**config.mk**
```make
export PLATFORM = sky130hd
export DESIGN_NAME = pc_fetch_unit_flat
export DESIGN_NICKNAME = d
export VERILOG_FILES = /design/src/rtl/pc_fetch_unit_pkg.sv /design/src/rtl/pc_fetch_unit_if.sv /design/src/rtl/pc_fetch_unit_pc_reg_adder.sv /design/src/rtl/pc_fetch_unit.sv /design/src/flat_wrapper.sv
export SDC_FILE = /design/constraint.sdc
export NUM_CORES = 1
export LEC_CHECK = 0
export CAP_MARGIN = 20
export CORE_MARGIN = 5
export CORE_UTILIZATION = 40
export DETAILED_ROUTE_END_ITERATION = 8
export PLACE_DENSITY_LB_ADDON = 0.1
export SYNTH_ARGS = -nofsm -noshare
export SYNTH_HDL_FRONTEND = slang
export SYNTH_SLANG_ARGS = --single-unit
```
**constraint.sdc**
```tcl
create_clock -name clk -period 3.01 [get_ports clk]
set_input_delay 0.903 -clock clk [delete_from_list [all_inputs] [get_ports clk]]
set_output_delay 0.903 -clock clk [all_outputs]
set_load 0.1 [all_outputs]
```
**src/rtl/pc_fetch_unit_pkg.sv**
```systemverilog
// Shared types and constants for the program-counter / instruction-fetch stage.
package pc_fetch_unit_pkg;

    typedef enum logic [1:0] {
        StIdle  = 2'd0,
        StFetch = 2'd1,
        StExec  = 2'd2,
        StTrap  = 2'd3
    } state_e;

    localparam logic [6:0]  OPCODE_BRANCH    = 7'b1100011;
    localparam logic [31:0] PC_STEP          = 32'd4;
    localparam logic [31:0] RESET_PC_DEFAULT = 32'h0000_0000;

    function automatic logic is_misaligned(input logic [31:0] addr);
        return addr[1:0] != 2'b00;
    endfunction

endpackage

```
**src/rtl/pc_fetch_unit_if.sv**
```systemverilog
// Instruction-memory request/acknowledge bus between the fetch unit and IMEM.
interface pc_fetch_unit_if;

    logic        imem_req;
    logic [31:0] imem_addr;
    logic        imem_ack;
    logic [31:0] imem_data;

    modport master (
        output imem_req,
        output imem_addr,
        input  imem_ack,
        input  imem_data
    );

    modport slave (
        input  imem_req,
        input  imem_addr,
        output imem_ack,
        output imem_data
    );

endinterface

```
**src/rtl/pc_fetch_unit_pc_reg_adder.sv**
```systemverilog
// PC register with its increment adder and the alignment check on the next PC.
module pc_reg_adder
    import pc_fetch_unit_pkg::*;
#(
    parameter logic [31:0] RESET_PC = RESET_PC_DEFAULT
) (
    input  logic        clk,
    input  logic        rst_n,
    input  logic        load_en_i,
    input  logic [31:0] incremento_i,
    output logic [31:0] pc_o,
    output logic        next_misaligned_o
);

    logic [31:0] pc_q;
    logic [31:0] pc_d;

    // Carry out is dropped: the PC wraps modulo 2^32.
    assign pc_d = pc_q + incremento_i;

    always_ff @(posedge clk or negedge rst_n) begin
        if (!rst_n) begin
            pc_q <= RESET_PC;
        end else if (load_en_i) begin
            pc_q <= pc_d;
        end
    end

    assign pc_o              = pc_q;
    assign next_misaligned_o = is_misaligned(pc_d);

endmodule

```
**src/rtl/pc_fetch_unit.sv**
```systemverilog
// Fetch stage: holds the PC, fetches over a req/ack bus, presents the instruction until
// execute retires it, then advances the PC. Misalignment or fetch timeout traps until reset.
module pc_fetch_unit
    import pc_fetch_unit_pkg::*;
#(
    parameter logic [31:0] RESET_PC = RESET_PC_DEFAULT,
    parameter int unsigned TIMEOUT  = 16,
    parameter int unsigned CNT_W    = 32
) (
    input  logic                 clk,
    input  logic                 rst_n,
    pc_fetch_unit_if.master      imem,
    input  logic [31:0]          incremento_i,
    input  logic                 stall_i,
    output logic [31:0]          instruccion_o,
    output logic                 instr_valid_o,
    input  logic                 instr_done_i,
    output logic [31:0]          pc_o,
    output logic                 fetch_error_o,
    output logic [CNT_W-1:0]     instr_count_o
);

    localparam int unsigned          TmoW    = (TIMEOUT > 1) ? $clog2(TIMEOUT) : 1;
    localparam logic [TmoW-1:0]      TmoLast = TmoW'(TIMEOUT - 1);

    state_e            state_q;
    logic [31:0]       instr_q;
    logic              valid_q;
    logic              error_q;
    logic [CNT_W-1:0]  count_q;
    logic [TmoW-1:0]   tmo_q;

    logic [31:0]       pc;
    logic              next_misaligned;
    logic              retire;

    assign retire = (state_q == StExec) && instr_done_i;

    pc_reg_adder #(
        .RESET_PC (RESET_PC)
    ) u_pc_reg_adder (
        .clk               (clk),
        .rst_n             (rst_n),
        .load_en_i         (retire),
        .incremento_i      (incremento_i),
        .pc_o              (pc),
        .next_misaligned_o (next_misaligned)
    );

    always_ff @(posedge clk or negedge rst_n) begin
        if (!rst_n) begin
            state_q <= StIdle;
            instr_q <= '0;
            valid_q <= 1'b0;
            error_q <= 1'b0;
            count_q <= '0;
            tmo_q   <= '0;
        end else begin
            unique case (state_q)
                StIdle: begin
                    if (is_misaligned(pc)) begin
                        state_q <= StTrap;
                        error_q <= 1'b1;
                    end else if (!stall_i) begin
                        state_q <= StFetch;
                        tmo_q   <= '0;
                    end
                end
                // Stall is deliberately ignored here: a request is never withdrawn.
                StFetch: begin
                    if (imem.imem_ack) begin
                        instr_q <= imem.imem_data;
                        valid_q <= 1'b1;
                        state_q <= StExec;
                    end else if (tmo_q == TmoLast) begin
                        state_q <= StTrap;
                        error_q <= 1'b1;
                    end else begin
                        tmo_q <= tmo_q + 1'b1;
                    end
                end
                StExec: begin
                    if (instr_done_i) begin
                        count_q <= count_q + 1'b1;
                        valid_q <= 1'b0;
                        if (next_misaligned) begin
                            state_q <= StTrap;
                            error_q <= 1'b1;
                        end else if (!stall_i) begin
                            state_q <= StFetch;
                            tmo_q   <= '0;
                        end else begin
                            state_q <= StIdle;
                        end
                    end
                end
                StTrap: begin
                    valid_q <= 1'b0;
                    error_q <= 1'b1;
                end
                default: state_q <= StTrap;
            endcase
        end
    end

    // Request is decoded from state so it falls the instant reset asserts.
    assign imem.imem_req  = (state_q == StFetch);
    assign imem.imem_addr = pc;

    assign instruccion_o = instr_q;
    assign instr_valid_o = valid_q;
    assign pc_o          = pc;
    assign fetch_error_o = error_q;
    assign instr_count_o = count_q;

endmodule

```
**src/flat_wrapper.sv**
```systemverilog
// flat-port wrapper written by rule: the top's interface ports become plain ports
module pc_fetch_unit_flat import pc_fetch_unit_pkg::*;
#(
    parameter logic [31:0] RESET_PC = RESET_PC_DEFAULT,
    parameter int unsigned TIMEOUT  = 16,
    parameter int unsigned CNT_W    = 32
)
  (clk, rst_n, incremento_i, stall_i, instruccion_o, instr_valid_o, instr_done_i, pc_o, fetch_error_o, instr_count_o, imem_imem_req, imem_imem_addr, imem_imem_ack, imem_imem_data);
  pc_fetch_unit_if imem_i ();
  input  logic clk;
  input  logic rst_n;
  input  logic [31:0] incremento_i;
  input  logic stall_i;
  output logic [31:0] instruccion_o;
  output logic instr_valid_o;
  input  logic instr_done_i;
  output logic [31:0] pc_o;
  output logic fetch_error_o;
  output logic [CNT_W-1:0] instr_count_o;
  output wire logic [$bits(imem_i.imem_req)-1:0] imem_imem_req;
  output wire logic [$bits(imem_i.imem_addr)-1:0] imem_imem_addr;
  input wire logic [$bits(imem_i.imem_ack)-1:0] imem_imem_ack;
  input wire logic [$bits(imem_i.imem_data)-1:0] imem_imem_data;
  assign imem_imem_req = imem_i.imem_req;
  assign imem_imem_addr = imem_i.imem_addr;
  assign imem_i.imem_ack = imem_imem_ack;
  assign imem_i.imem_data = imem_imem_data;
  pc_fetch_unit #(.RESET_PC(RESET_PC), .TIMEOUT(TIMEOUT), .CNT_W(CNT_W)) u_core (.clk(clk), .rst_n(rst_n), .imem(imem_i), .incremento_i(incremento_i), .stall_i(stall_i), .instruccion_o(instruccion_o), .instr_valid_o(instr_valid_o), .instr_done_i(instr_done_i), .pc_o(pc_o), .fetch_error_o(fetch_error_o), .instr_count_o(instr_count_o));
endmodule
```
After elaboration in Yosys (flattened, before gate mapping)
Cells that the tools add are included.
{"block": "word_totals", "in_bits": 69, "regBits": 104, "output_inout_bits": 131, "word_cells": 61}
{"block": "classes", "n_mux": 24, "n_reduce_logical": 12, "n_eq_ne": 15, "add_sub_neg": 3}
{"op": "$add A32 B1 Y32 const B", "count": 1}
{"op": "$add A32 B32 Y32", "count": 1}
{"op": "$mux W4", "count": 6}
{"op": "$mux W2", "count": 6}
{"op": "$pmux W4 S3", "count": 1}
{"op": "$ne A2 B2 Y1 const B", "count": 5}
{"op": "$mux W1", "count": 8}
{"op": "$ne A2 B1 Y1 const B", "count": 4}
{"op": "$pmux W2 S3", "count": 1}
{"op": "$reduce_and A6 Y1", "count": 1}
{"op": "$reduce_bool A3 Y1", "count": 2}
{"op": "$reduce_and A5 Y1", "count": 1}
{"op": "$add A4 B1 Y4 const B", "count": 1}
{"op": "$eq A2 B2 Y1 const B", "count": 2}
{"op": "$eq A4 B4 Y1 const B", "count": 1}
{"op": "$pmux W1 S4", "count": 1}
{"op": "$reduce_and A2 Y1", "count": 2}
{"op": "$reduce_and A4 Y1", "count": 1}
{"op": "$reduce_bool A2 Y1", "count": 2}
{"op": "$ne A3 B1 Y1 const B", "count": 1}
{"op": "$ne A3 B2 Y1 const B", "count": 1}
{"op": "$pmux W1 S3", "count": 1}
{"op": "$reduce_and A3 Y1", "count": 1}
{"op": "$eq A2 B1 Y1 const B", "count": 1}
{"op": "other kinds (2)", "count": 2}

Depth between registers and ports, before layout
Gate-level depths: netlist of the first run.
{"block": "logic_depth", "ltp_word": 5, "depth_mapped": 10}

Modules after synthesis
Synthesis of the first run repeated with hierarchy kept, for this count alone.
{"block": "hier_totals", "cells_unflattened": 598, "area_unflattened_um2": 6311.1}
{"module": "pc_fetch_unit", "n_inst": 1, "cells_per_inst": 289, "area_per_inst_um2": 3433.3}
{"module": "pc_reg_adder", "n_inst": 1, "cells_per_inst": 309, "area_per_inst_um2": 2877.8}

Worst setup path after synthesis of the first run
OpenSTA, ideal clock, no wires.
{"block": "synth_timing", "path_kind": "register -> register", "startpoint": "register u_core.u_pc_reg_adder.pc_q[0] (netlist: u_core.u_pc_reg_adder.pc_o[0])", "endpoint": "register u_core.u_pc_reg_adder.pc_q[28] (netlist: u_core.u_pc_reg_adder.pc_o[28])", "synth_period_minus_slack_ns": 3.133, "stages_incl_launch_ff": 10, "path_slack_ns": -0.123, "arrival_ns": 3.009, "path_cell_list": "dfrtp_1 ha_1 fa_1 a211oi_1 o21bai_1 a211oi_2 o21ai_0 a31oi_2 nor4_1 a211o_1"}
{"block": "synth_via", "elab_chain_len": 1}
{"element": "start: declaration", "line": "pc_fetch_unit_pc_reg_adder.sv:15", "rtl": "logic [31:0] pc_q;"}
{"element": "start signal: assignment", "line": "pc_fetch_unit_pc_reg_adder.sv:25", "rtl": "pc_q <= pc_d;"}
{"element": "$add A32 B32 Y32", "line": "pc_fetch_unit_pc_reg_adder.sv:19", "rtl": "assign pc_d = pc_q + incremento_i;"}
Every way passes these cells.
A chain may end at the register's enable or synchronous reset.

Final worst setup path of the first run
{"block": "layout_timing", "startpoint": "input incremento_i[17]", "endpoint": "register u_core.u_pc_reg_adder.pc_q[30] (netlist: u_core.u_pc_reg_adder.pc_o[30])"}
{"block": "layout_via", "elab_chain_len": 1}
{"element": "start: declaration", "line": "flat_wrapper.sv:12", "rtl": "input logic [31:0] incremento_i;"}
{"element": "$add A32 B32 Y32", "line": "pc_fetch_unit_pc_reg_adder.sv:19"}
Every way passes these cells.

==> out/metrics.csv, run 1 <==
metric,value,unit
std_cell_rows,45,
drive_above_1_share,35.5,%
min_path_type,reg -> reg,
start_kind,input pin,
first_global_vias,5795,
syn_to_final_growth,47.1,%
period_share,96.2,%
slew_headroom,56.8,%
tightestPinTransition,0.648,ns
wirelength,17700,um
dp_hpwl,14000,um
status,"complete, no violations",
core_area,0.0153,mm^2
synth.area.mux_share,6.25,%
period_needed,2.90,ns
holdWs,0.471,ns
fin_skew,0.00861,ns
ys_ff_latch,104,
final_common_cell,buf_4,
reg2reg_setup_slack,0.52,ns
synthArstFlopShare,100,%
yosysWarnings,0,
io_pins,200,
synth_top_family_by_area,compound AO/OA/AOI/OAI gates,
cts_buffers,9,
synth-edff-count,0,
drt_pre_antenna_iters,5,
worstPathRequired,3.24,ns
start_util,41.0,%
finalMaxSlewViolations,0,
drc,0,
synth_nets,759,
cts_root_buf,clkbuf_16,
gr-usage-all-layers,18.9,%
hold_viol_final,0,
netlist_area,0.00626,mm^2
fp.dieArea,0.0183,mm^2
synthSimpleGateAreaFrac,14.5,%
antenna_found_initial,1,
layout_common_cells,"251 x buf_4, 103 x dfrtp_1, 82 x nand2_1",
min_from,u_core.instr_count_o[31]$_DFFE_PN0P_,
critPathCaptureType,flop,
fill_cells,1336,
path_clk_slew,0.07,ns
globalRoute.totalOverflow,0,
fmax,0.345,GHz
worstPathArrival,3.12,ns
synth_xor_xnor_area_share,8.25,%
hold_depth,1,
rr_worst_depth,9,
synth_seq_area_share,41.6,%
r2r_end,u_core.u_pc_reg_adder.pc_o[28]$_DFFE_PN0P_,
cp_max_fo,3,
synth_cell_type_count,57,
grt_pass1_wl,28100,um
die-width,135,um
ctsHoldBuffers,0,
cts.htree.levels,3,
synth_ff_type,dfrtp_1,
clk_latency,0.35,ns
crit_type,in -> reg,
setup_viol,0,
synth_compound_area_share,15.4,%
synth_cells,651,
synth_adder_area_share,7.91,%
cts.sinks,104,
drt_iter0_markers,192,
layout.nets,1033,
drv_cap,0,
cts_tree,done,
whs_endpoint,u_core.instr_count_o[31]$_DFFE_PN0P_,
post_drt_wl_per_cell,15.5,um
portBuffers,199,
postRouteAntennaNets,0,
via_per_inst,5.08,
cts_buffer_depth,2,
dieHeight,135,um
syn_area_per_cell,9.62,um^2
gp_congestion,0.889,
grt_max_degree,49,
num_vias,5805,
r2r-start,u_core.u_pc_reg_adder.pc_o[0]$_DFFE_PN0P_,
-- area by class of cell --
class | count | area (um^2) | area share (%)
diodes | 1 | 2.50 | 0.0272
repair buffers | 319 | 2580 | 28.0
well taps | 211 | 264 | 2.87
flip-flops and latches | 104 | 2600 | 28.3
multi-input cells | 478 | 3400 | 36.9
inverters | 13 | 48.8 | 0.530
clock buffers | 10 | 239 | 2.59
clock inverters | 6 | 75.1 | 0.815
-- critical path, stage by stage --
cell and delay (ns):
clkdlybuf4s50_1 0.40, ha_1 0.30, and4_4 0.24, and3_4 0.20
or4b_4 0.46, o211a_4 0.27, o21ai_2 0.14, xnor2_1 0.13
o21ai_1 0.07
-- through the flow --
step           setup TNS [ns]  instance area [um^2]  std cells  setup WS [ns]  util, %
2_1_floorplan               0                  6270        651         0.0336        -
3_3_place_gp            -6.29                  8760       1122         -0.466     57.4
3_5_place_dp            -6.76                  8760       1122         -0.496     57.4
4_1_cts                     0                  9090       1138         0.0358     59.6
5_1_grt              -0.00367                  9210       1142       -0.00367     60.4
6_report                    0                  9210       1142          0.113     60.4
-- how the worst max path moves through the flow --
stage	startpoint	endpoint	slack, ns	cells past startpoint
3_3_place_gp	incremento_i[0]	u_core.u_pc_reg_adder.pc_o[28]$_DFFE_PN0P_	-0.47	10
4_1_cts	incremento_i[0]	u_core.u_pc_reg_adder.pc_o[28]$_DFFE_PN0P_	0.04	10
5_1_grt	incremento_i[1]	u_core.u_pc_reg_adder.pc_o[25]$_DFFE_PN0P_	-0.004	10
2_1_floorplan	u_core.u_pc_reg_adder.pc_o[22]$_DFFE_PN0P_	u_core.u_pc_reg_adder.pc_o[31]$_DFFE_PN0P_	0.03	9
6_report	incremento_i[17]	u_core.u_pc_reg_adder.pc_o[30]$_DFFE_PN0P_	0.11	9
3_5_place_dp	incremento_i[0]	u_core.u_pc_reg_adder.pc_o[28]$_DFFE_PN0P_	-0.50	10
-- per-layer routing --
| layer | vias to the layer above | global-route usage [%] | wire, um |
|---|---|---|---|
| met1 | 2776 | 23.4 | 7560 |
| met3 | 21 | 3.35 | 879 |
| met5 | - | 0 | 0 |
| met4 | 0 | 6.38 | 420 |
| met2 | 164 | 33.2 | 8870 |
| li1 | 2844 | - | - |
-- cell usage after synthesis, types with 3 or more instances --
| cell | number | area [um^2] |
|---|---|---|
| dfrtp_1 | 104 | 2600 |
| nand2_1 | 83 | 312 |
| o21ai_0 | 50 | 250 |
| ha_1 | 38 | 475 |
| xnor2_1 | 38 | 333 |
| a21oi_1 | 33 | 165 |
| mux2_2 | 33 | 372 |
| buf_4 | 32 | 240 |
| nor2_1 | 31 | 116 |
| clkbuf_1 | 23 | 86.3 |
| nand4_1 | 22 | 138 |
| xor2_1 | 21 | 184 |
| nand3_1 | 18 | 90.1 |
| inv_1 | 13 | 48.8 |
| a21o_1 | 12 | 90.1 |
| and3_1 | 11 | 68.8 |
| o21bai_1 | 8 | 60.1 |
| nor3_1 | 7 | 35.0 |
| a31oi_1 | 6 | 37.5 |
| a211oi_1 | 5 | 37.5 |
| a21boi_0 | 4 | 30.0 |
| and2_1 | 4 | 25.0 |
| and4_1 | 4 | 35.0 |
| o31ai_1 | 4 | 30.0 |
| nor2b_1 | 3 | 18.8 |
| nor4_1 | 3 | 18.8 |
-- state kept, by name, indices dropped and copies added (netlist names) --
register	flops
u_core.fetch_error_o	1
u_core.instr_count_o	32
u_core.u_pc_reg_adder.pc_o	32
u_core.state_q	2
u_core.tmo_q	4
u_core.instruccion_o	32
u_core.instr_valid_o	1
-- repair_timing --
item | in CTS | in global routing
gates resized for setup | 3 | 22
setup endpoints to repair | 8 | 16
pin swaps | 4 | 7
buffers inserted | 0 | 3
hold endpoints to repair | 0 | 0
-- kinds of logic (layout without fill, tap and decap cells) --
logic type,after synthesis,after routing
buffers and inverters,69,348
adders and majority gates,39,39
muxes,35,35
AOI/OAI and AO/OA,152,152
and+or+nand+nor,193,193
DFF,104,104
xor gates and xnor gates,59,59
other,0,1
Power of run 1 is left out: the tool's default activity adds up to more than one toggle a clock period on the data nets, which glitch-free logic cannot reach.
==> run 2: changes to the inputs <==
Settings changed: PLACE_DENSITY_LB_ADDON 0.1 to 0.05.
==> out/metrics.csv, run 2 (synthesized netlist as in run 1, its figures left out) <==
metric,value,unit,change
crit_slowest_cell,or4b_4,,
via_per_inst,5.09,,+0.10%
crit_type,in -> reg,,
grt_max_degree,43,,-12%
worstPathArrival,3.19,ns,+0.07 ns
gr-usage-all-layers,19.2,%,+0.27 points
final_common_cell,buf_4,,
drt_pre_antenna_iters,4,,-1
syn_to_final_growth,46.1,%,
drive_above_1_share,34.8,%,-0.70 points
critical-path-top-delay-family,simple AND/OR/NAND/NOR gates,,
portBuffers,199,,unchanged
cts_buffer_depth,2,,unchanged
cp_cell_sequence,clkdlybuf4s50_1 -> ha_4 -> and4_4 -> and3_4 -> or4b_4 -> o211a_4 -> o21ai_2 -> xnor2_1 -> o21ai_1,,
start_util,41.0,%,unchanged
core_area,0.0153,mm^2,unchanged
path_clk_slew,0.08,ns,about the same
cts_tree,done,,
layout.nets,1023,,-0.97%
fmax,0.338,GHz,-2.1%
reg2reg_setup_slack,0.46,ns,-0.06 ns
io_pins,200,,unchanged
layout_common_cells,"239 x buf_4, 103 x dfrtp_1, 82 x nand2_1",,
worstPathRequired,3.25,ns,about the same
cts.sinks,104,,unchanged
globalRoute.totalOverflow,0,,unchanged
critPathCaptureType,flop,,
drc,0,,unchanged
cts_buffers,9,,unchanged
min_path_type,reg -> reg,,
cts_root_buf,clkbuf_16,,
period_needed,2.96,ns,+0.0619 ns
drt_iter0_markers,215,,+12%
wirelength,17600,um,-0.80%
worst-path-buf-inv,1,,unchanged
holdWs,0.475,ns,+0.00347 ns
slowest_delay,0.47,ns,about the same
first_global_vias,5910,,+2.0%
start_kind,input pin,,
die-width,135,um,unchanged
antenna_found_initial,0,,-1
fp.dieArea,0.0183,mm^2,unchanged
tightestPinTransition,0.609,ns,-0.0398 ns
post_drt_wl_per_cell,15.5,um,+0.17%
dp_hpwl,14000,um,-0.10%
num_vias,5755,,-0.86%
drv_cap,0,,unchanged
dieHeight,135,um,unchanged
finalMaxSlewViolations,0,,unchanged
setup_viol,0,,unchanged
cp_max_fo,3,,unchanged
postRouteAntennaNets,0,,unchanged
clk_latency,0.35,ns,about the same
diodes,0,,-1
grt_pass1_wl,28700,um,+2.0%
std_cell_rows,45,,unchanged
cts.htree.levels,3,,unchanged
gp_congestion,0.904,,+1.7%
period_share,98.3,%,+2.1 points
status,"complete, no violations",,
hold_viol_final,0,,unchanged
fin_skew,0.00962,ns,+0.00101 ns
slew_headroom,59.4,%,+2.7 points
## run 2: timing repair
action,4_1_cts,5_1_grt
pin swaps,5,12
hold buffers,0,0
endpoints found under the setup margin,10,17
hold endpoints to repair,0,0
buffers inserted,1,1
gates resized for setup,5,24
## run 2: routing by layer
layer  share of wire (%)  global-route usage (%)
met1                  44                    24.5
met2                  49                    33.2
met3                 4.8                    3.17
met4                 1.9                    6.05
met5                   0                       0
## run 2: area by class of cell
type,count,area (um^2)
Clock buffer,10,229
Clock inverter,6,75.1
Fill cell,1340,6110
Inverter,13,48.8
Multi-Input combinational cell,478,3410
Sequential cell,104,2600
Tap cell,211,264
Timing Repair Buffer,309,2520
## run 2: stage by stage
step           setup TNS [ns]  cells  cell area, um^2  worst slack [ns]  util [%]
2_1_floorplan               0    651             6270            0.0336         -
3_3_place_gp            -7.47   1113             8700            -0.559      57.0
3_5_place_dp            -8.56   1113             8700            -0.660      57.0
4_1_cts                     0   1130             9040            0.0237      59.2
5_1_grt               -0.0269   1131             9150           -0.0151      60.0
6_report                    0   1131             9150            0.0510      60.0
## run 2: final timing paths
check                                                     startpoint                                         end  depth (start not counted)
max                                                 incremento_i[16]  u_core.u_pc_reg_adder.pc_o[26]$_DFFE_PN0P_                          9
min in group asynchronous                                      rst_n        u_core.instr_count_o[29]$_DFFE_PN0P_                          1
min reg2reg                     u_core.instr_count_o[31]$_DFFE_PN0P_        u_core.instr_count_o[31]$_DFFE_PN0P_                          1
min                             u_core.instr_count_o[31]$_DFFE_PN0P_        u_core.instr_count_o[31]$_DFFE_PN0P_                          1
max in group asynchronous                                      rst_n   u_core.u_pc_reg_adder.pc_o[0]$_DFFE_PN0P_                          2
max reg2reg                u_core.u_pc_reg_adder.pc_o[0]$_DFFE_PN0P_  u_core.u_pc_reg_adder.pc_o[26]$_DFFE_PN0P_                         11
## run 2: worst register-to-register path, delay by kind of cell, from the launching register on
kind | cells | cell delay [ns]
flops | 1 | 0.46
buf+inv | 2 | 0.28
xor+xnor | 1 | 0.17
fa+ha+maj | 2 | 0.61
compound gates | 6 | 0.93
Power of run 2 is left out for the same reason.
